## config.mk

```make
export PLATFORM = sky130hd
export DESIGN_NAME = clb_cfg_loader
export DESIGN_NICKNAME = d
export VERILOG_FILES = /design/src/rtl/clb_cfg_loader.sv
export SDC_FILE = /design/constraint.sdc
export NUM_CORES = 1
export LEC_CHECK = 0
export CAP_MARGIN = 20
export CELL_PAD_IN_SITES_DETAIL_PLACEMENT = 0
export CELL_PAD_IN_SITES_GLOBAL_PLACEMENT = 1
export CORE_MARGIN = 2
export CORE_UTILIZATION = 30
export DETAILED_ROUTE_END_ITERATION = 10
export GPL_TIMING_DRIVEN = 1
export HOLD_SLACK_MARGIN = 0.02
export PLACE_DENSITY = 0.6
export SYNTH_ARGS = -nofsm -noshare
export SYNTH_HDL_FRONTEND = slang
export SYNTH_SLANG_ARGS = --single-unit
```

## constraint.sdc

```tcl
create_clock -name K -period 4.55 [get_ports K]
set_input_delay 0.91 -clock K [delete_from_list [all_inputs] [get_ports K]]
set_output_delay 0.91 -clock K [all_outputs]
set_load 0.05 [all_outputs]
```

## src/rtl/clb_cfg_loader.sv

```systemverilog
// clb_cfg_loader -- serial configuration loader and sequencer for NUM_CLB CLBs.
//
// Parses a bitstream of the form: [junk] PREAMBLE, 8-bit frame count, then one
// frame per CLB (CFG_BITS data bits MSB first followed by an even-parity bit).
// Committed frames are held in CFG and flagged in CFG_VALID.
//
// Ports:
//   K          in   clock, rising edge
//   RST        in   synchronous reset, active-high
//   PROG       in   single-cycle start/restart of a load (beats everything but RST)
//   DIN        in   serial bitstream data
//   DVALID     in   DIN is consumed only on edges where DVALID=1
//   CFG        out  configuration words, CLB i uses CFG[i*CFG_BITS +: CFG_BITS]
//   CFG_VALID  out  bit i set once frame i is committed
//   FRAME_IDX  out  index of the frame currently being loaded
//   BUSY       out  high while in PREAMBLE, LENGTH or FRAME
//   DONE       out  load completed successfully
//   ERR        out  load aborted (length mismatch or parity error)
//   RDBK       in   readback start pulse (readback build only)
//   DOUT       out  readback serial data (readback build only, else 0)
//   RDBK_BUSY  out  readback in progress (readback build only, else 0)
//
// Optional feature: define CLB_CFG_READBACK_EN to enable serial readback of
// all committed frames (each followed by a recomputed even-parity bit).

module clb_cfg_loader #(
    parameter int unsigned NUM_CLB  = 2,
    parameter int unsigned CFG_BITS = 37,
    parameter logic [7:0]  PREAMBLE = 8'hF2
) (
    input  logic                         K,
    input  logic                         RST,
    input  logic                         PROG,
    input  logic                         DIN,
    input  logic                         DVALID,
    output logic [NUM_CLB*CFG_BITS-1:0]  CFG,
    output logic [NUM_CLB-1:0]           CFG_VALID,
    output logic [7:0]                   FRAME_IDX,
    output logic                         BUSY,
    output logic                         DONE,
    output logic                         ERR,
    input  logic                         RDBK,
    output logic                         DOUT,
    output logic                         RDBK_BUSY
);

    localparam int unsigned BW = $clog2(CFG_BITS + 1);

    typedef enum logic [2:0] {
        S_IDLE,
        S_PREAMBLE,
        S_LENGTH,
        S_FRAME,
        S_DONE,
        S_ERROR
    } state_t;

    state_t                       state_q, state_d;
    // Last 7 accepted bits; with the incoming bit this forms the 8-bit window
    // used both for preamble matching and for the frame-count byte.
    logic [6:0]                   win_q, win_d;
    logic [2:0]                   len_cnt_q, len_cnt_d;
    logic [BW-1:0]                bit_cnt_q, bit_cnt_d;
    logic [CFG_BITS-1:0]          sr_q, sr_d;
    logic                         par_q, par_d;
    logic [NUM_CLB*CFG_BITS-1:0]  cfg_q, cfg_d;
    logic [NUM_CLB-1:0]           valid_q, valid_d;
    logic [7:0]                   idx_q, idx_d;
    logic                         busy_q, busy_d;
    logic                         done_q, done_d;
    logic                         err_q, err_d;

    always_comb begin
        state_d   = state_q;
        win_d     = win_q;
        len_cnt_d = len_cnt_q;
        bit_cnt_d = bit_cnt_q;
        sr_d      = sr_q;
        par_d     = par_q;
        cfg_d     = cfg_q;
        valid_d   = valid_q;
        idx_d     = idx_q;

        if (PROG) begin
            state_d   = S_PREAMBLE;
            win_d     = '0;
            len_cnt_d = '0;
            bit_cnt_d = '0;
            sr_d      = '0;
            par_d     = 1'b0;
            cfg_d     = '0;
            valid_d   = '0;
            idx_d     = '0;
        end else if (DVALID) begin
            case (state_q)
                S_PREAMBLE: begin
                    win_d = {win_q[5:0], DIN};
                    if ({win_q, DIN} == PREAMBLE) begin
                        state_d   = S_LENGTH;
                        len_cnt_d = '0;
                    end
                end
                S_LENGTH: begin
                    win_d     = {win_q[5:0], DIN};
                    len_cnt_d = len_cnt_q + 3'd1;
                    if (len_cnt_q == 3'd7) begin
                        if ({win_q, DIN} == 8'(NUM_CLB)) begin
                            state_d   = S_FRAME;
                            idx_d     = '0;
                            bit_cnt_d = '0;
                            par_d     = 1'b0;
                        end else begin
                            state_d = S_ERROR;
                            valid_d = '0;
                        end
                    end
                end
                S_FRAME: begin
                    if (bit_cnt_q == BW'(CFG_BITS)) begin
                        // Parity bit: commit only when the whole frame checks out.
                        bit_cnt_d = '0;
                        par_d     = 1'b0;
                        if (par_q ^ DIN) begin
                            state_d = S_ERROR;
                            valid_d = '0;
                        end else begin
                            for (int unsigned i = 0; i < NUM_CLB; i++) begin
                                if (idx_q == 8'(i)) begin
                                    cfg_d[i*CFG_BITS +: CFG_BITS] = sr_q;
                                    valid_d[i]                    = 1'b1;
                                end
                            end
                            if (idx_q == 8'(NUM_CLB - 1)) begin
                                state_d = S_DONE;
                            end else begin
                                idx_d = idx_q + 8'd1;
                            end
                        end
                    end else begin
                        sr_d      = {sr_q[CFG_BITS-2:0], DIN};
                        par_d     = par_q ^ DIN;
                        bit_cnt_d = bit_cnt_q + BW'(1);
                    end
                end
                default: ;
            endcase
        end

        busy_d = (state_d == S_PREAMBLE) || (state_d == S_LENGTH) || (state_d == S_FRAME);
        done_d = (state_d == S_DONE);
        err_d  = (state_d == S_ERROR);
    end

`ifdef CLB_CFG_READBACK_EN
    logic                 rb_busy_q, rb_busy_d;
    logic [CFG_BITS:0]    rb_sr_q, rb_sr_d;
    logic [BW-1:0]        rb_bit_q, rb_bit_d;
    logic [7:0]           rb_clb_q, rb_clb_d;
    logic                 rb_start;
    logic [7:0]           rb_sel;
    logic [CFG_BITS-1:0]  rb_slice;

    always_comb begin
        rb_busy_d = rb_busy_q;
        rb_sr_d   = rb_sr_q;
        rb_bit_d  = rb_bit_q;
        rb_clb_d  = rb_clb_q;

        rb_start = (state_q == S_DONE) && RDBK && !rb_busy_q;
        // Slice to load next: frame 0 on start, otherwise the following frame.
        rb_sel   = rb_start ? 8'd0 : rb_clb_q + 8'd1;
        rb_slice = '0;
        for (int unsigned i = 0; i < NUM_CLB; i++) begin
            if (rb_sel == 8'(i)) begin
                rb_slice = cfg_q[i*CFG_BITS +: CFG_BITS];
            end
        end

        if (PROG) begin
            rb_busy_d = 1'b0;
            rb_sr_d   = '0;
            rb_bit_d  = '0;
            rb_clb_d  = '0;
        end else if (rb_start) begin
            rb_busy_d = 1'b1;
            rb_sr_d   = {rb_slice, ^rb_slice};
            rb_bit_d  = '0;
            rb_clb_d  = '0;
        end else if (rb_busy_q) begin
            if (rb_bit_q == BW'(CFG_BITS)) begin
                rb_bit_d = '0;
                if (rb_clb_q == 8'(NUM_CLB - 1)) begin
                    rb_busy_d = 1'b0;
                    rb_sr_d   = '0;
                end else begin
                    rb_clb_d = rb_clb_q + 8'd1;
                    rb_sr_d  = {rb_slice, ^rb_slice};
                end
            end else begin
                rb_sr_d  = {rb_sr_q[CFG_BITS-1:0], 1'b0};
                rb_bit_d = rb_bit_q + BW'(1);
            end
        end
    end

    assign DOUT      = rb_sr_q[CFG_BITS];
    assign RDBK_BUSY = rb_busy_q;
`else
    logic unused_rdbk;
    assign unused_rdbk = RDBK;
    assign DOUT        = 1'b0;
    assign RDBK_BUSY   = 1'b0;
`endif

    always_ff @(posedge K) begin
        if (RST) begin
            state_q   <= S_IDLE;
            win_q     <= '0;
            len_cnt_q <= '0;
            bit_cnt_q <= '0;
            sr_q      <= '0;
            par_q     <= 1'b0;
            cfg_q     <= '0;
            valid_q   <= '0;
            idx_q     <= '0;
            busy_q    <= 1'b0;
            done_q    <= 1'b0;
            err_q     <= 1'b0;
`ifdef CLB_CFG_READBACK_EN
            rb_busy_q <= 1'b0;
            rb_sr_q   <= '0;
            rb_bit_q  <= '0;
            rb_clb_q  <= '0;
`endif
        end else begin
            state_q   <= state_d;
            win_q     <= win_d;
            len_cnt_q <= len_cnt_d;
            bit_cnt_q <= bit_cnt_d;
            sr_q      <= sr_d;
            par_q     <= par_d;
            cfg_q     <= cfg_d;
            valid_q   <= valid_d;
            idx_q     <= idx_d;
            busy_q    <= busy_d;
            done_q    <= done_d;
            err_q     <= err_d;
`ifdef CLB_CFG_READBACK_EN
            rb_busy_q <= rb_busy_d;
            rb_sr_q   <= rb_sr_d;
            rb_bit_q  <= rb_bit_d;
            rb_clb_q  <= rb_clb_d;
`endif
        end
    end

    assign CFG       = cfg_q;
    assign CFG_VALID = valid_q;
    assign FRAME_IDX = idx_q;
    assign BUSY      = busy_q;
    assign DONE      = done_q;
    assign ERR       = err_q;

endmodule
```

# == Word level (Yosys, flattened, before mapping) ==
# Index checks and enable logic that the tools add are counted.
# word_totals
reg_bits,144
inputBits,6
out_inout_bits,89
# op_classes
addsub,3
eq_ne,22
mux,32
bitwise,3
reduce_logical,16
# ops
cell,count
$mux W8,5
$mux W3,9
$mux W6,3
$pmux W8 S2,1
$ne A2 B2 Y1 const B,7
$eq A3 B2 Y1 const B,4
$pmux W6 S2,1
$reduce_and A6 Y1,2
$reduce_and A5 Y1,2
$eq A3 B3 Y1 const B,3
$pmux W3 S3,1
$add A8 B1 Y8 const B,1
$eq A8 B1 Y1 const B,1
$eq A8 B2 Y1 const B,1
$eq A8 B8 Y1 const B,1
$logic_not A8 Y1,1
$mux W2,4
$reduce_and A7 Y1,1
$add A6 B1 Y6 const B,1
$eq A3 B1 Y1 const B,2
$eq A6 B6 Y1 const B,1
$ne A3 B3 Y1 const B,2
$pmux W3 S2,1
$reduce_and A3 Y1,2
11 further kinds,19

# == Depth between registers and ports, before layout ==
# Gate-level depths: netlist (run 1).
# depth
ltp_word,10
depth_mapped,9

# == Least setup slack after synthesis (run 1) ==
# OpenSTA, ideal clock, no wires.
# synth_timing
path_kind,input to register
startpoint,input port DIN
endpoint,"register idx_q[7], in the netlist FRAME_IDX[7]"
setup_time_ns,0.121
arrival_time_ns,2.421
required_ns,4.429
path_slack_ns,2.008
path_stages,6
path_buffers,1
cell_sequence,buf_6 -> nor4b_2 -> and3_2 -> o221ai_2 -> nor4_1 -> mux2_2
# synth_via
elab_chain_len,3
word_cells_on_any_way,5
cone_classes,eq/ne: 3; bitwise: 1; reduce/logical: 1
# synth_rtl
element,line_no,source
start: declaration,34,"input logic DIN,"
$eq A8 B2 Y1 or $xor A1 B1 Y1 (tied branches),"107, 123",
$ne A2 B2 Y1 (no line),--,
$reduce_and A7 Y1 (no line) (*),--,
end signal: assignment,244,idx_q <= idx_d;
end: declaration,68,"logic [7:0] idx_q, idx_d;"
# Mark *: on every way between the ends. The rest lies on a longest branch, timed or not.
# A chain may end at the register's enable or synchronous reset.

# == Final worst setup path (run 1) ==
# Ends and elaborated chain as after synthesis.

==> impl_metrics.ini, run 1 <==
[hold_path]
hold_path_startpoint = CFG[36]$_SDFFE_PP0P_
hp-class = reg -> reg

[clocking]
holdBufCountCts = 0
number_of_post_cts_setup_repair_buffers = 0
cts_inserted_buffers = 17
cts_tree = done
clkTransAtPathRegs_ns = 0.06
number_of_h_tree_levels = 4
worstSkewPairLatency_ns = 0.42
clkSinkCount = 144
root_buffer = clkbuf_16
ctsResizeCount = 0
max-clock-path-buffers = 2

[synthesis]
main_combinational_cell_family_by_area_after_synthesis = simple AND/OR/NAND/NOR gates
yosys_register_bits = 144
synth-compound-area-share_pct = 16.3
synthAdderAreaFrac_pct = 1.56
synthArstFlopShare_pct = 0
synth-simple-area-share_pct = 24.1
yosysSeqAreaShare_pct = 51.2
edff_count_synth = 0
syn-instance-count = 698
yosys-mux-area-fraction_pct = 1.65
synthXorXnorAreaFrac_pct = 0.778
top_ff_cell_synth = dfxtp_1
post_synth.cell_area_avg_um2 = 8.06
synth-warning-count = 0
post_synth_instance_area_um2 = 5630
yosys.cell_types.count = 55

[floorplanning]
initial_utilization_pct = 30.3
core_region_area_um2 = 18600
floorplan.die_area_um2 = 19900
chipHeight_um = 141
row_count = 50
floorplan.die.width_um = 141
ios = 95

[timing]
layout_worst_path_cycle_share_pct = 67.9
timing.fmax_mhz = 324
worst_pin_slew_ns = 0.975
rsz0062_at_grt = no
finalClockSkew_ns = 0.0271
report.final.slew_viol_count = 0
timing.final.crit_period_ns = 3.09
maxSlewHeadroom_pct = 34.9
timing.setup.tns_ns = 0
setup_violations = 0
timing_hold_violations_final = 0

[routing]
drtIter0Drc = 227
detailedRoute.firstPassIterationCount = 5
drcViolationCount = 0
total_via_count_in_the_routed_design = 4814
drt_wl_total_mm = 14.9
drt-wirelength-per-cell_um = 14.7
post_drt_via_cell_ratio = 4.74
antenna_left = 0

[critical_path]
cp.arrival_ns = 3.39
timing_worst_setup_path_type = in -> reg
worst_setup_path_start_kind = primary input
cells_along_the_critical_path = clkdlybuf4s50_1 -> nor4b_2 -> and3_2 -> o221ai_2 -> nor4_1 -> mux2_2
crit_reg_reg_startpoint = state_q[0]$_SDFF_PP0_
timing.critical_path.slowest_stage_cell = clkdlybuf4s50_1
cp_num_buf_inv = 1
critical_path.top_delay_family = simple AND/OR/NAND/NOR gates
timing.critical_path.slowest_cell_delay_ns = 0.59
worst_setup_path_end_kind = register
critical_path.startpoint = DIN
data_required_time_at_the_worst_endpoint_ns = 4.85
crit_fanout = 13

[placed_design]
place_inst = 985
gp_routability_congestion = 0.796
place_area_um2 = 6730
dpl.hpwl_mm = 9.16
port_buffers = 91

[cells_and_area]
post_route_cells_drive_above_1_share_pct = 6.91
num_antenna_cells = 0
finalInstanceArea_um2 = 7410
final_nets = 783
leading_cell_type_in_the_layout_fill_and_taps_excluded = nand2_1
highest_count_cells_in_the_layout_ignoring_fill_and_taps = nand2_1 (232), dfxtp_1 (144), a21oi_1 (129), clkdlybuf4s50_1 (91), nor2_1 (34)
fin_cells = 1016
flow.area_growth_from_synthesis_pct = 31.7

[status]
outcome = finished, final reports clean

[pwr]
pwr-share-clk_pct = 54.4
maximum_vdd_drop_uv = 279
power_frac_seq_pct = 43.3
internal_power_w = 0.00235
switching_power_w = 0.000573
power_density_nw_per_um2 = 394
sw_frac_of_total_pct = 19.6
power_frac_comb_pct = 2.2
total_leakage_power_nw = 2.35

[run]
max-cap-violations = 0

[grt]
grt_overflow = 0
grt_max_degree = 74
grt_pass1_vias = 4605
grt.total_usage_pct = 15.0
grt_antenna_before_repair = 0
first_pass_grt_wire_length_mm = 23.9
per-stage QoR:
stage | hold WS [ns] | util (%) | setup WS (ns) | power (W)
2_1_floorplan | 0.446 | - | 2.01 | 0.00134
3_3_place_gp | 0.441 | 36.1 | 1.12 | 0.00136
3_5_place_dp | 0.443 | 36.2 | 1.01 | 0.00136
4_1_cts | 0.451 | 39.9 | 1.46 | 0.00297
5_1_grt | 0.467 | 39.9 | 1.25 | 0.00303
6_report | 0.447 | 39.9 | 1.46 | 0.00292
worst min-delay path: cells and delay by family (launching register included):
kind               cells  cell delay (ns)
AOI/OAI and AO/OA      1             0.05
DFF                    1             0.30
and+or+nand+nor        1             0.05
worst paths after layout:
kind / endpoint / slack, ns / cells past startpoint
max: FRAME_IDX[7]$_SDFFE_PP0P_ / 1.46 / 6
min reg2reg: CFG[36]$_SDFFE_PP0P_ / 0.45 / 2
max reg2reg: CFG[72]$_SDFFE_PP0P_ / 1.80 / 5
min: CFG[36]$_SDFFE_PP0P_ / 0.45 / 2
final cells by class:
type                            instances  area (um^2)
Clock buffer                           21          470
Clock inverter                         10          206
Fill cell                            1903        11200
Inverter                                8         30.0
Multi-Input combinational cell        502         2540
Sequential cell                       144         2880
Tap cell                              234          293
Timing Repair Buffer                   97          988
cell families after synthesis:
group,count (synthesis)
other cells,1
simple gates,315
xor+xnor,5
compound gates,164
flops,144
buf+inv,53
mux,9
fa+ha+maj,7
registers in the layout (all words and copies together) (netlist names):
name,count
CFG,74
sr_q,37
FRAME_IDX,8
win_q,7
bit_cnt_q,6
len_cnt_q,3
state_q,3
CFG_VALID,2
BUSY,1
DONE,1
ERR,1
par_q,1
Yosys cell counts, types with 3 or more instances:
cell      count  area share (%)
xor2_1        3            0.47
ha_1          7             1.6
nand2b_1      3            0.33
or3_1         3            0.33
nand3_1       8            0.71
o21ai_1       3            0.27
mux2i_1       7             1.2
nand2_1     232              15
clkbuf_1     26             1.7
nor3_1        3            0.27
buf_2        13             1.2
a21oi_1     129              11
dfxtp_1     144              51
nand4_1       5            0.56
a211oi_1      3            0.40
and3_1        4            0.44
nor4_1        3            0.33
o21ai_0      10            0.89
o31ai_1       3            0.40
buf_4         3            0.40
inv_1         8            0.53
nor2_1       34             2.3
layer usage:
layer  vias to the layer above  part of all wire (%)  GRT usage (%)
li1                       2476                     -              -
met1                      2262                    48           20.1
met2                        72                    48           23.7
met3                         4                   3.9           4.21
met4                         0                  0.66           4.42
met5                         -                     0              0
power groups by stage:
stage	combinational [W]	sequential [W]	clock (W)
floorplan	0.0000480	0.00129	0
global placement	0.0000643	0.00129	0
detailed placement	0.0000655	0.00129	0
CTS	0.0000656	0.00127	0.00164
global route	0.0000707	0.00127	0.00169
finish	0.0000652	0.00127	0.00159
(Power assumes the default switching activity.)
==> run 2, diff against run 1 <==
PLACE_DENSITY = 0.62   (was 0.6)
clock period = 2.79 ns   (was 4.55 ns; I/O delays follow)
==> impl_metrics.ini, run 2 (same netlist as run 1, synthesis figures left out) <==
[pwr]
report.power.total_w = 0.00445
power_density_nw_per_um2 = 594
total_leakage_power_nw = 2.40
maximum_vdd_drop_uv = 385

[placed_design]
gp_routability_congestion = 0.808
dpl.hpwl_mm = 9.54
place_inst = 999
port_buffers = 91

[critical_path]
critical_path.startpoint = bit_cnt_q[0]$_SDFFE_PP0P_
crit_fanout = 8
critical_path.top_delay_family = simple AND/OR/NAND/NOR gates
cells_along_the_critical_path = ha_1 -> nand4bb_1 -> nor3_2 -> o221ai_2 -> buf_4 -> or4_1 -> a21oi_1
r2r_slack_ns = 0.43
timing_worst_setup_path_type = reg -> reg
worst_setup_path_end_kind = register
timing.critical_path.slowest_cell_delay_ns = 0.43
regToRegEndpoint = FRAME_IDX[6]$_SDFFE_PP0P_
setup.worst_path.end = FRAME_IDX[6]$_SDFFE_PP0P_
timing.critical_path.slowest_stage_cell = dfxtp_1
cp_num_buf_inv = 1
data_required_time_at_the_worst_endpoint_ns = 3.14
crit_reg_reg_startpoint = bit_cnt_q[0]$_SDFFE_PP0P_
worst_setup_path_start_kind = register
cp_num_cells = 7
reg2regPathDepth = 7
cp.arrival_ns = 2.71

[grt]
grt.total_usage_pct = 15.1
first_pass_grt_wire_length_mm = 24.1
grt_max_degree = 42
grt_pass1_vias = 4740
grt_overflow = 0
grt_antenna_before_repair = 0

[clocking]
root_buffer = clkbuf_16
holdBufCountCts = 0
clkTransAtPathRegs_ns = 0.06
worstSkewPairLatency_ns = 0.42
number_of_h_tree_levels = 4
max-clock-path-buffers = 2
number_of_post_cts_setup_repair_buffers = 0
ctsResizeCount = 0
cts_tree = done
cts_inserted_buffers = 17
clkSinkCount = 144

[floorplanning]
floorplan.die.width_um = 141
initial_utilization_pct = 30.3
core_region_area_um2 = 18600
ios = 95
floorplan.die_area_um2 = 19900
row_count = 50
chipHeight_um = 141

[cells_and_area]
multiInputGateArea_um2 = 2540
layout.core_utilization_pct = 40.3
num_antenna_cells = 0
leading_cell_type_in_the_layout_fill_and_taps_excluded = nand2_1
post_route_cells_drive_above_1_share_pct = 8.78
final_nets = 797
layout.filler_cells = 1870
highest_count_cells_in_the_layout_ignoring_fill_and_taps = nand2_1 (232), dfxtp_1 (144), a21oi_1 (129), clkdlybuf4s50_1 (91), nor2_1 (34)
fin_cells = 1031
flow.area_growth_from_synthesis_pct = 33.1
layout.area.seq_um2 = 2880
largest_register_ffs = 74

[timing]
rsz0062_at_grt = no
whs_ns = 0.449
maxSlewHeadroom_pct = 51.9
timing.setup.tns_ns = 0
layout_worst_path_cycle_share_pct = 84.8
worst_pin_slew_ns = 0.717
finalClockSkew_ns = 0.00844
timing.final.crit_period_ns = 2.36
timing.fmax_mhz = 423
setup_violations = 0
timing_hold_violations_final = 0
report.final.slew_viol_count = 0

[run]
max-cap-violations = 0

[routing]
drcViolationCount = 0
drt_wl_total_mm = 14.4
drt-wirelength-per-cell_um = 14.0
detailedRoute.firstPassIterationCount = 4
post_drt_via_cell_ratio = 4.75
antenna_left = 0
drtIter0Drc = 199
total_via_count_in_the_routed_design = 4898

[status]
outcome = finished, final reports clean

[hold_path]
hp-class = reg -> reg
run 2: cell types whose count changed in the layout (fill, tap and decap cells not counted):
cell,change
buf_12,+6
buf_16,-1
buf_4,+9
bufinv_16,-4
clkbuf_1,-1
clkbuf_8,-2
clkinv_2,+1
clkinv_4,+1
clkinvlp_4,+1
inv_6,+4
inv_8,+1
run 2: final cells by class:
| cell class | count | area share (%) |
|---|---|---|
| multi-input combinational | 502 | 33.9 |
| clock inverter | 14 | 2.06 |
| clock buffer | 18 | 5.87 |
| timing repair buffer | 111 | 15.3 |
| tap | 234 | 3.91 |
| inverter | 8 | 0.401 |
| sequential | 144 | 38.5 |
run 2: per-layer routing:
| layer | global-route usage [%] | vias up | part of all wire, % |
|---|---|---|---|
| met5 | 0 | - | 0 |
| met4 | 5.16 | 0 | 1.4 |
| met3 | 4.25 | 17 | 3.8 |
| met2 | 24.2 | 84 | 46 |
| met1 | 19.6 | 2292 | 49 |
| li1 | - | 2505 | - |
run 2: report_power, final:
part / switching, W / internal [W]
registers: 0.00000514 / 0.00206
logic: 0.0000770 / 0.0000394
clock network: 0.000914 / 0.00135
total: 0.000997 / 0.00345
run 2: per-stage QoR:
step / setup slack, ns / instance area [um^2]
2_1_floorplan: 0.483 / 5630
6_report: 0.425 / 7490
3_5_place_dp: 0.0471 / 6890
4_1_cts: 0.402 / 7490
3_3_place_gp: 0.0827 / 6890
5_1_grt: 0.205 / 7490
run 2: worst min-delay path by stage:
stage	slack [ns]	end	startpoint	depth (start not counted)
final	0.45	CFG[61]$_SDFFE_PP0P_	CFG[61]$_SDFFE_PP0P_	2
after CTS	0.45	CFG[61]$_SDFFE_PP0P_	CFG[61]$_SDFFE_PP0P_	2
after detailed placement	0.44	CFG[18]$_SDFFE_PP0P_	CFG[18]$_SDFFE_PP0P_	2
after global placement	0.44	CFG_VALID[1]$_SDFFE_PP0P_	CFG_VALID[1]$_SDFFE_PP0P_	2
after global routing	0.47	CFG[72]$_SDFFE_PP0P_	CFG[72]$_SDFFE_PP0P_	2
after floorplan	0.45	bit_cnt_q[5]$_SDFFE_PP0P_	bit_cnt_q[5]$_SDFFE_PP0P_	1
run 2: worst register-to-register path: cells and delay by family, from the launching register on:
family	cells	cell delay [ns]
compound gates	2	0.39
fa+ha+maj	1	0.20
buf+inv	1	0.20
flops	1	0.43
simple gates	3	1.07
